### src/rtl/nnet_argmax_rx.sv
// Argmax post-processor for the HLS score stream: regenerates vector framing from
// const_size_out and emits one {index, max score} word per vector.
module nnet_argmax_rx #(
    parameter int unsigned SCORE_W = 16,
    parameter int unsigned IDX_W   = 16
) (
    input  logic        ap_clk,
    input  logic        ap_rst_n,
    input  logic [15:0] const_size_out,
    input  logic [31:0] res_V_V_TDATA,
    input  logic        res_V_V_TVALID,
    output logic        res_V_V_TREADY,
    output logic [31:0] o_tdata,
    output logic        o_tlast,
    output logic        o_tvalid,
    input  logic        o_tready,
    output logic [31:0] vec_count,
    output logic        rx_busy
);
    localparam int unsigned CNT_W      = 16;
    localparam int unsigned CNT_P1_W   = CNT_W + 1;
    localparam int unsigned OUT_HALF_W = 16;
    localparam int unsigned DATA_W     = 32;

    logic [CNT_W-1:0]          cnt_q, cnt_d;
    logic [CNT_W-1:0]          size_q, size_d;
    logic signed [SCORE_W-1:0] best_score_q, best_score_d;
    logic [IDX_W-1:0]          best_idx_q, best_idx_d;
    logic [DATA_W-1:0]         o_tdata_q, o_tdata_d;
    logic [DATA_W-1:0]         vec_count_q, vec_count_d;
    logic                      o_tvalid_q, o_tvalid_d;
    logic                      rx_busy_q, rx_busy_d;

    logic signed [SCORE_W-1:0] beat_score;
    logic signed [SCORE_W-1:0] cand_score;
    logic [IDX_W-1:0]          cand_idx;
    logic [CNT_W-1:0]          first_size;
    logic                      first_beat;
    logic                      last_beat;
    logic                      better;
    logic                      beat_acc;
    logic                      unused_tdata_hi;

    assign unused_tdata_hi = ^res_V_V_TDATA[DATA_W-1:SCORE_W];

    // Beat classification: the vector length is sampled only on the first beat.
    always_comb begin
        beat_score = $signed(res_V_V_TDATA[SCORE_W-1:0]);
        first_beat = (cnt_q == '0);
        first_size = (const_size_out == '0) ? CNT_W'(1) : const_size_out;
        last_beat  = first_beat ? (first_size == CNT_W'(1))
                                : ((CNT_P1_W'(cnt_q) + CNT_P1_W'(1)) == CNT_P1_W'(size_q));
        better     = !first_beat && (beat_score > best_score_q);
        cand_score = (first_beat || better) ? beat_score : best_score_q;
        cand_idx   = first_beat ? '0 : (better ? IDX_W'(cnt_q) : best_idx_q);
    end

    // Only a last beat needs the output slot, so only it can stall.
    assign res_V_V_TREADY = !(last_beat && o_tvalid_q && !o_tready);
    assign beat_acc       = res_V_V_TVALID && res_V_V_TREADY;

    always_comb begin
        cnt_d        = cnt_q;
        size_d       = size_q;
        best_score_d = best_score_q;
        best_idx_d   = best_idx_q;
        o_tdata_d    = o_tdata_q;
        vec_count_d  = vec_count_q;
        o_tvalid_d   = o_tvalid_q;

        if (o_tready) begin
            o_tvalid_d = 1'b0;
        end

        if (beat_acc) begin
            best_score_d = cand_score;
            best_idx_d   = cand_idx;
            if (first_beat) begin
                size_d = first_size;
            end
            if (last_beat) begin
                cnt_d       = '0;
                vec_count_d = vec_count_q + DATA_W'(1);
                o_tvalid_d  = 1'b1;
                o_tdata_d   = {OUT_HALF_W'(cand_idx), OUT_HALF_W'(cand_score)};
            end else begin
                cnt_d = cnt_q + CNT_W'(1);
            end
        end

        rx_busy_d = (cnt_d != '0);
    end

    always_ff @(posedge ap_clk or negedge ap_rst_n) begin
        if (!ap_rst_n) begin
            cnt_q        <= '0;
            size_q       <= '0;
            best_score_q <= '0;
            best_idx_q   <= '0;
            o_tdata_q    <= '0;
            vec_count_q  <= '0;
            o_tvalid_q   <= 1'b0;
            rx_busy_q    <= 1'b0;
        end else begin
            cnt_q        <= cnt_d;
            size_q       <= size_d;
            best_score_q <= best_score_d;
            best_idx_q   <= best_idx_d;
            o_tdata_q    <= o_tdata_d;
            vec_count_q  <= vec_count_d;
            o_tvalid_q   <= o_tvalid_d;
            rx_busy_q    <= rx_busy_d;
        end
    end

    assign o_tdata   = o_tdata_q;
    assign o_tvalid  = o_tvalid_q;
    assign o_tlast   = o_tvalid_q;
    assign vec_count = vec_count_q;
    assign rx_busy   = rx_busy_q;

endmodule

### config.mk
export PLATFORM = sky130hd
export DESIGN_NAME = nnet_argmax_rx
export DESIGN_NICKNAME = d
export VERILOG_FILES = /design/src/rtl/nnet_argmax_rx.sv
export SDC_FILE = /design/constraint.sdc
export NUM_CORES = 1
export LEC_CHECK = 0
export ABC_AREA = 1
export ABC_CLOCK_PERIOD_IN_PS = 4960
export CAP_MARGIN = 0
export CORE_MARGIN = 2
export CORE_UTILIZATION = 24
export DETAILED_ROUTE_END_ITERATION = 8
export DONT_BUFFER_PORTS = 1
export GPL_TIMING_DRIVEN = 0
export PLACE_DENSITY = 0.43
export SLEW_MARGIN = 20
export SYNTH_ARGS = -nofsm -noshare
export SYNTH_HDL_FRONTEND = slang
export SYNTH_SLANG_ARGS = --single-unit
export TNS_END_PERCENT = 30
### constraint.sdc
create_clock -name ap_clk -period 4.96 [get_ports ap_clk]
set_input_delay 0.496 -clock ap_clk [delete_from_list [all_inputs] [get_ports ap_clk]]
set_output_delay 0.496 -clock ap_clk [all_outputs]
set_load 0.02 [all_outputs]
== Yosys cells after proc, flatten, opt, wreduce, memory -nomap -nowiden ==
Cells that the tools add are included.

* Bits of input ports: 52
* Register bits after elaboration: 130
* Output and inout bits: 68
* Word-level logic and storage cells: 37

* Reductions and logical operators: 13
* $add $sub $neg: 3
* Muxes and demuxes: 10
* $lt $le $gt $ge: 1
* Equal/unequal tests: 2

{| class="wikitable"
|+ Operators by type and width
! kind !! number
|-
| 2-to-1 mux 16 bit || 6
|-
| adder 32 x 1 -> 32 bit, second input constant || 1
|-
| zero test 16 bit || 2
|-
| adder 16 x 1 -> 17 bit, second input constant || 1
|-
| equality test 17 x 16 -> 1 bit || 1
|-
| adder 16 x 1 -> 16 bit, second input constant || 1
|-
| equality test 16 x 1 -> 1 bit, second input constant || 1
|-
| > comparator 16 bit || 1
|-
| nonzero test 16 bit || 1
|-
| logical AND 1 bit || 4
|-
| 2-to-1 mux 1 bit || 4
|-
| AND reduction 2 bit || 2
|-
| zero test 1 bit || 3
|-
| logical OR 1 bit || 1
|}

== Longest topological paths before layout ==
Gate-level depths: netlist (run 1).

* Word-level depth: 10
* Mapped depth: 23
* Gate-level depth less buffers: 21

== Worst setup path after synthesis (run 1) ==
OpenSTA, ideal clock, no wires.

* Kind: input to register
* Start point: input port res_V_V_TDATA[9]
* End point: register best_score_q[10]
* Setup time: 0.130 ns
* Path buffers: 1
* Path slack: 2.380 ns
* Cell stages on the path: 13
* Arrival: 2.450 ns
* Data required time: 4.830 ns
* Cells stage by stage: ha_1 > a21oi_1 > nand3b_1 > a21oi_1 > nor4_1 > nand2_1 > xnor2_1 > nand2_1 > nand2_1 > clkbuf_1 > o21ai_0 > nand2_1 > o21ai_0

* Word-level cells in the longest chain between the ends: 4

{| class="wikitable"
|+ Ends and longest elaborated chain
! item !! RTL line !! text
|-
| start, declared || 10 || <nowiki>input logic [31:0] res_V_V_TDATA,</nowiki>
|-
| > comparator 16 bit || 53 || <nowiki>better = !first_beat && (beat_score > best_score_q);</nowiki>
|-
| logical AND 1 bit || 53 ||
|-
| logical OR 1 bit || 54 || <nowiki>cand_score = (first_beat || better) ? beat_score : best_score_q;</nowiki>
|-
| 2-to-1 mux 16 bit || 54 ||
|-
| end signal, assigned || 107 || <nowiki>best_score_q <= best_score_d;</nowiki>
|-
| end, declared || 27 || <nowiki>logic signed [SCORE_W-1:0] best_score_q, best_score_d;</nowiki>
|}

No other way between the ends.
A chain may end at the register's enable or synchronous reset.

== Final worst setup path (run 1) ==
* Start point: register best_score_q[9]
* End point: register best_score_q[15]

* Word-level cells in the longest chain between the ends: 4

{| class="wikitable"
|+ Ends and longest elaborated chain
! item !! RTL line
|-
| > comparator 16 bit || 53
|-
| logical AND 1 bit || 53
|-
| logical OR 1 bit || 54
|-
| 2-to-1 mux 16 bit || 54
|}

No other way between the ends.

==> impl_metrics.csv, run 1 <==
group,metric,value,unit
detailed_routing,drt-initial-drc-count,473,
yosys,yosysUniqueCellTypes,38,
yosys,async_flop_share,100.0,%
detailed_routing,dr.pass1.iters,4,
clock_network,post_cts_resized,0,
sta,finalSetupViolations,0,
global_route,grt_pass1_wl,36.45,mm
yosys,yosys_warnings,0,
sta,clock_skew,0.01013,ns
clock_network,clkSinkCount,130,
placement,place_inst,1387,
worst_setup_path,r2r_slack,1.64,ns
sta,setup_tns,0,ns
floorplan,io_pins,120,
power,combPwrFrac,30.9,%
sta,final.min_clock_period,3.325,ns
detailed_routing,drc_errors,0,
sta,drv_slew,0,
job,drv_cap,0,
floorplan,die_width,180.6,um
floorplan,fp-row-count,64,
clock_network,cts_tree,"built",
detailed_routing,avgViaCountPerCell,4.525,
detailed_routing,vias,6425,
worst_setup_path,r2r_cells,14,
yosys,syn-cell-area,7486,um2
power,switchingPower,1.618,mW
floorplan,fp.dieH,180.6,um
detailed_routing,wl_per_cell,15.73,um
global_route,overflow,0,
floorplan,core_area,30670,um2
worst_setup_path,end_kind,"flip-flop",
worst_setup_path,crit_type,"flip-flop to flip-flop",
cells_and_area,final_cell_mix,"nand2_1 (298), dfrtp_1 (130), inv_1 (96)",
placement,port_buffers,0,
placement,gp_congestion,0.8437,
yosys,synth_xor_area_share,4.396,%
power,power_density,491.7,nW/um2
clock_network,cts_setup_buffers,0,
cells_and_area,drive_above_1_share,8.496,%
cells_and_area,insertedDiodeCount,0,
yosys,ys_ff_latch,130,
power,p_int,2.642,mW
global_route,grt_max_degree,131,
sta,maxSlewHeadroom,47.12,%
clock_network,clk_latency,0.43,ns
yosys,synth_compound_area_share,7.973,%
global_route,antenna_found_initial,0,
worst_setup_path,r2r_start,"best_score_q[9]$_DFFE_PN0N_",
yosys,synthFlopType,"dfrtp_1",
yosys,muxShareOfSynthArea,0,%
power,switching_share,37.98,%
power,clockPowerShare,33.2,%
sta,max_freq,300.8,MHz
cells_and_area,mostFrequentLayoutCell,"nand2_1",
worst_setup_path,cp-start-kind,"flip-flop",
yosys,synthSimpleGateAreaFrac,33.29,%
min_path,hold_class,"input pin to asynchronous set/reset pin",
worst_setup_path,arrival,3.62,ns
power,power_leakage,4.041,nW
power,vdd_ir_drop_max,240.2,uV
floorplan,die_area,32620,um2
clock_network,clkTransAtPathRegs,0.06,ns
worst_setup_path,required,5.26,ns
cells_and_area,nNetsFinal,1082,
detailed_routing,totalWireLength,22.34,mm
yosys,ys_seq_area_share,43.46,%
yosys,synth_edf_count,0,
sta,rsz0062_at_grt,"no",
yosys,synth_fa_ha_area_share,3.176,%
floorplan,start_util,24.41,%
clock_network,htree_num_levels,4,
yosys,synth_top_family_by_area,"simple AND/OR/NAND/NOR gates",
yosys,avgSynthCellArea,7.554,um2
power,seqPwrFrac,36.0,%
clock_network,root_buffer,"clkbuf_16",
yosys,synth_nets,1062,
placement,hpwlAfterDp,16.91,mm
global_route,grt_pass1_vias,6396,
cells_and_area,areaGrowthSynthToFinish,15.73,%
global_route,grt_usage,14.22,%
sta,hold_viol_final,0,
sta,finalCritPeriodShare,67.03,%
detailed_routing,ant_nets,0,
status,status,"complete, no violations",
worst_setup_path,r2r-end,"best_score_q[15]$_DFFE_PN0N_",
cells_and_area,layout.cells.non_filler,1420,
clock_network,numCtsBuffers,17,
sta,worst_pin_slew,0.7903,ns
worst_setup_path,worstPathMaxFanout,10,
clock_network,cts.path.max_buffers,2,
worst_setup_path,critPathLaunch,"best_score_q[9]$_DFFE_PN0N_",
yosys,synth_cells,991,
[critical path, stage by stage (launching register included)]
cell and delay [ns]:
dfrtp_1 0.36, inv_1 0.09, ha_1 0.25, a21oi_1 0.14, nand3b_1 0.12, a21oi_1 0.07, nor4_1 0.19, nand2_1 0.10
xnor2_1 0.52, nand2_1 0.38, nand2_1 0.25, clkbuf_1 0.35, o21ai_0 0.21, nand2_1 0.08, o21ai_0 0.08
[worst max-delay path by stage]
stage,cells after the start,end
after global routing,14,best_score_q[11]$_DFFE_PN0N_
final,14,best_score_q[15]$_DFFE_PN0N_
after detailed placement,13,best_score_q[11]$_DFFE_PN0N_
after CTS,14,best_score_q[14]$_DFFE_PN0N_
after global placement,13,best_score_q[14]$_DFFE_PN0N_
after floorplan,13,best_score_q[10]$_DFFE_PN0N_
[cell families (layout without fill, tap and decap cells)]
kind of cell / count (synthesis) / in the layout
flip-flops: 130 / 130
AND/OR/NAND/NOR: 566 / 566
adder cells (fa/ha/maj): 19 / 19
AO/OA/AOI/OAI: 104 / 104
buffers and inverters: 136 / 169
XOR/XNOR: 36 / 36
[area by class of cell]
class | count | area (um2)
fill | 3355 | 22010
multi-input combinational | 725 | 3656
sequential | 130 | 3253
tap | 396 | 495.5
clock buffer | 21 | 480.5
inverter | 101 | 379.1
buffer | 35 | 197.7
clock inverter | 11 | 173.9
timing repair buffer | 1 | 27.53
[power groups by stage]
stage	Clock (mW)	Combinational, mW	Sequential, mW
2_1_floorplan	0	1.00	1.49
6_report	1.41	1.31	1.53
4_1_cts	1.45	1.34	1.54
5_1_grt	1.49	1.56	1.57
3_3_place_gp	0	1.30	1.55
3_5_place_dp	0	1.31	1.56
[per-layer routing]
layer	vias to the layer above	global-route usage, %	wire length [um]
li1	3278	-	-
met1	3004	19.78	10980
met2	128	21.97	10010
met3	15	3.537	1054
met4	0	3.742	293
met5	-	0	0
[synth_stat cells, types with 2 or more instances]
master | count | area share, %
o21ai_0 | 57 | 3.8
dfrtp_1 | 130 | 43
nand3_1 | 85 | 5.7
o21ai_1 | 4 | 0.27
nand2_2 | 7 | 0.58
nor2_1 | 86 | 4.3
clkbuf_1 | 11 | 0.55
nor2_2 | 8 | 0.67
nand4_1 | 35 | 2.9
inv_1 | 96 | 4.8
nand2_1 | 298 | 15
a21oi_1 | 10 | 0.67
ha_1 | 19 | 3.2
nor4_1 | 11 | 0.92
inv_2 | 4 | 0.20
nor3_1 | 20 | 1.3
xor2_1 | 20 | 2.3
buf_4 | 8 | 0.80
buf_2 | 14 | 0.94
nand3_2 | 2 | 0.27
a31oi_1 | 14 | 1.2
xnor2_1 | 15 | 1.8
nand3b_1 | 5 | 0.50
nor2_4 | 5 | 0.75
o21a_1 | 14 | 1.4
[state kept, by name, indices dropped and copies added (netlist names)]
register	count
size_q	16
cnt_q	16
o_tlast	1
best_score_q	16
vec_count	32
rx_busy	1
best_idx_q	16
o_tdata	32
[metrics by stage]
stage                     setup slack (ns)  instance area [um2]  power [mW]  util (%)  hold WS (ns)
after floorplan                      2.380                 7486       2.497         -        0.2004
after global placement               1.448                 7981       2.847     26.02        0.2061
after global routing                 1.191                 8663       4.619     28.25        0.1029
final                                1.635                 8663       4.259     28.25       0.04792
after CTS                            1.560                 8663       4.322     28.25       0.08490
after detailed placement             1.465                 7981       2.862     26.02        0.2063
[what timing repair did]
item / 4_1_cts / 5_1_grt
hold buffers: 1 / 0
setup endpoints to repair: 0 / 0
hold endpoints to repair: 130 / 0
(Power assumes the default switching activity.)
==> run 2: changes to the inputs <==
Settings changed: ABC_CLOCK_PERIOD_IN_PS 4960 to 2800, PLACE_DENSITY 0.43 to 0.44.
Clock period 4.96 ns to 2.8 ns, I/O delays scaled along.
==> impl_metrics.csv, run 2 (synthesized netlist as in run 1, its figures left out) <==
group,metric,value,unit
cells_and_area,fin_area,9195,um2
worst_setup_path,r2r_cells,18,
worst_setup_path,worstPathMaxFanout,8,
clock_network,cts.path.max_buffers,2,
worst_setup_path,cp_slowest_cell,"dfrtp_1",
floorplan,core_area,30670,um2
sta,maxSlewHeadroom,54.31,%
sta,worst_slack,0.06754,ns
detailed_routing,totalWireLength,22.45,mm
worst_setup_path,r2r_start,"cnt_q[1]$_DFF_PN0_",
sta,finalCritPeriodShare,97.59,%
placement,place_ws,-0.5925,ns
cells_and_area,areaGrowthSynthToFinish,22.83,%
power,total_power,7.622,mW
floorplan,die_area,32620,um2
floorplan,fp-row-count,64,
worst_setup_path,r2r_slack,0.07,ns
sta,hold_slack,-0.4453,ns
job,drv_cap,0,
floorplan,fp.dieH,180.6,um
clock_network,holdBufCountCts,1,
worst_setup_path,path_buf_inv,3,
worst_setup_path,required,3.10,ns
sta,clock_skew,0.01375,ns
cells_and_area,final.fill_count,3294,
global_route,grt_pass1_wl,35.44,mm
worst_setup_path,arrival,3.03,ns
status,violations,"negative hold slack",
sta,hold_viol_final,130,
global_route,grt_max_degree,131,
worst_setup_path,critical-path-top-delay-family,"simple AND/OR/NAND/NOR gates",
sta,worst_pin_slew,0.6828,ns
global_route,antenna_found_initial,0,
global_route,overflow,0,
detailed_routing,ant_nets,0,
clock_network,root_buffer,"clkbuf_16",
detailed_routing,drt-initial-drc-count,415,
sta,rsz0062_at_grt,"yes",
detailed_routing,drc_errors,0,
floorplan,start_util,24.41,%
power,power_leakage,4.237,nW
sta,drv_slew,0,
cells_and_area,insertedDiodeCount,0,
placement,port_buffers,0,
worst_setup_path,r2r-end,"vec_count[12]$_DFFE_PN0P_",
power,power_density,828.9,nW/um2
cells_and_area,nNetsFinal,1099,
worst_setup_path,end_kind,"flip-flop",
status,status,"finished with violations",
placement,hpwlAfterDp,16.78,mm
worst_setup_path,cp_slowest_stage_delay,0.41,ns
clock_network,clkSinkCount,130,
floorplan,io_pins,120,
clock_network,htree_num_levels,4,
detailed_routing,vias,6542,
power,vdd_ir_drop_max,399.9,uV
global_route,grt_usage,13.81,%
sta,final.min_clock_period,2.732,ns
cells_and_area,final_cell_mix,"nand2_1 (281), dfrtp_1 (126), inv_1 (95)",
min_path,hold_class,"input pin to asynchronous set/reset pin",
placement,place_inst,1387,
worst_setup_path,cp-start-kind,"flip-flop",
clock_network,clkTransAtPathRegs,0.06,ns
clock_network,numCtsBuffers,17,
clock_network,clk_latency,0.42,ns
placement,gp_congestion,0.8685,
detailed_routing,wl_per_cell,15.64,um
cells_and_area,layout.cells.non_filler,1435,
clock_network,cts_tree,"built",
sta,finalSetupViolations,0,
global_route,grt_pass1_vias,6254,
sta,max_freq,366.0,MHz
placement,placedInstanceArea,7981,um2
cells_and_area,mostFrequentLayoutCell,"nand2_1",
detailed_routing,avgViaCountPerCell,4.559,
worst_setup_path,crit_path_cell_trace,"ha_4 > nand2_4 > nor2_4 > nand4_1 > nand2_2 > nand2_1 > nand2_1 > nand2_1 > nor2_2 > nand3_2 > nand2_4 > a21oi_4 > buf_12 > nand2_8 > buf_12 > buf_12 > nor2_4 > xor2_1",
worst_setup_path,crit_type,"flip-flop to flip-flop",
cells_and_area,drive_above_1_share,14.63,%
floorplan,die_width,180.6,um
detailed_routing,dr.pass1.iters,4,
sta,setup_tns,0,ns
## run 2: changes by cell type in the layout (fill, tap and decap cells not counted), sizes merged
cell         before  now
clkbuf           32   37
clkinv            6    4
dlygate4sd3       0    1
clkinvlp          0    2
inv             102  103
buf              25   34
bufinv            4    3
## run 2: layer usage
| metal | part of all wire (%) | GRT usage (%) |
|---|---|---|
| met5 | 0 | 0 |
| met4 | 0.72 | 3.097 |
| met3 | 5.3 | 3.921 |
| met2 | 46 | 21.04 |
| met1 | 48 | 19.36 |
## run 2: worst max-delay path by stage
| stage | endpoint | slack [ns] | from | cells after the start |
|---|---|---|---|---|
| 2_1_floorplan | best_score_q[10]$_DFFE_PN0N_ | 0.37 | best_score_q[9]$_DFFE_PN0N_ | 14 |
| 3_3_place_gp | best_score_q[14]$_DFFE_PN0N_ | -0.61 | best_score_q[9]$_DFFE_PN0N_ | 14 |
| 3_5_place_dp | best_score_q[14]$_DFFE_PN0N_ | -0.59 | best_score_q[9]$_DFFE_PN0N_ | 14 |
| 4_1_cts | vec_count[18]$_DFFE_PN0P_ | -0.02 | cnt_q[0]$_DFF_PN0_ | 18 |
| 5_1_grt | vec_count[12]$_DFFE_PN0P_ | -0.08 | cnt_q[1]$_DFF_PN0_ | 19 |
| 6_report | vec_count[12]$_DFFE_PN0P_ | 0.07 | cnt_q[1]$_DFF_PN0_ | 18 |
## run 2: where the power goes
group / leakage, nW / total [mW] / switching, mW / internal, mW
combinational: 2.26 / 2.57 / 1.61 / 0.957
sequential: 1.68 / 2.73 / 0.419 / 2.31
clock: 0.292 / 2.33 / 0.883 / 1.45
total: 4.24 / 7.62 / 2.91 / 4.71
## run 2: area by class of cell
cell class                      count  area [um2]  share of cell area (%)
Buffer                             34       312.8                   3.402
Clock buffer                       19       452.9                   4.926
Clock inverter                     11       153.9                   1.674
Inverter                          101       386.6                   4.205
Multi-Input combinational cell    725        3904                   42.45
Sequential cell                   130        3258                   35.43
Tap cell                          396       495.5                   5.388
Timing Repair Buffer               19       231.5                   2.517
## run 2: worst register-to-register path, delay by kind of cell, from the launching register on
family | cells | cell delay, ns
and+or+nand+nor | 12 | 1.38
AOI/OAI and AO/OA | 1 | 0.07
xor gates and xnor gates | 1 | 0.14
adders and majority gates | 1 | 0.18
buffers and inverters | 3 | 0.45
DFF | 1 | 0.41
## run 2: metrics by stage
step                      hold WS [ns]  util (%)
after floorplan               -0.01559         -
after global placement        -0.01082     26.02
after detailed placement     -0.009967     26.02
after CTS                      -0.4761     28.43
after global routing           -0.4804     29.98
final                          -0.4453     29.98
## run 2: repair_timing
| action | CTS | global route |
|---|---|---|
| endpoints found under the setup margin | 103 | 112 |
| cloned | 0 | 4 |
| setup buffers | 5 | 9 |
| resized for setup | 23 | 98 |
| hold endpoints to repair | 131 | 130 |
| pin swaps | 7 | 20 |
==> run 3: changes to the inputs <==
Settings changed: ABC_CLOCK_PERIOD_IN_PS 2800 to unset.
==> results of run 3 <==
The final DEF is identical to that of run 2; final timing and power are the same.
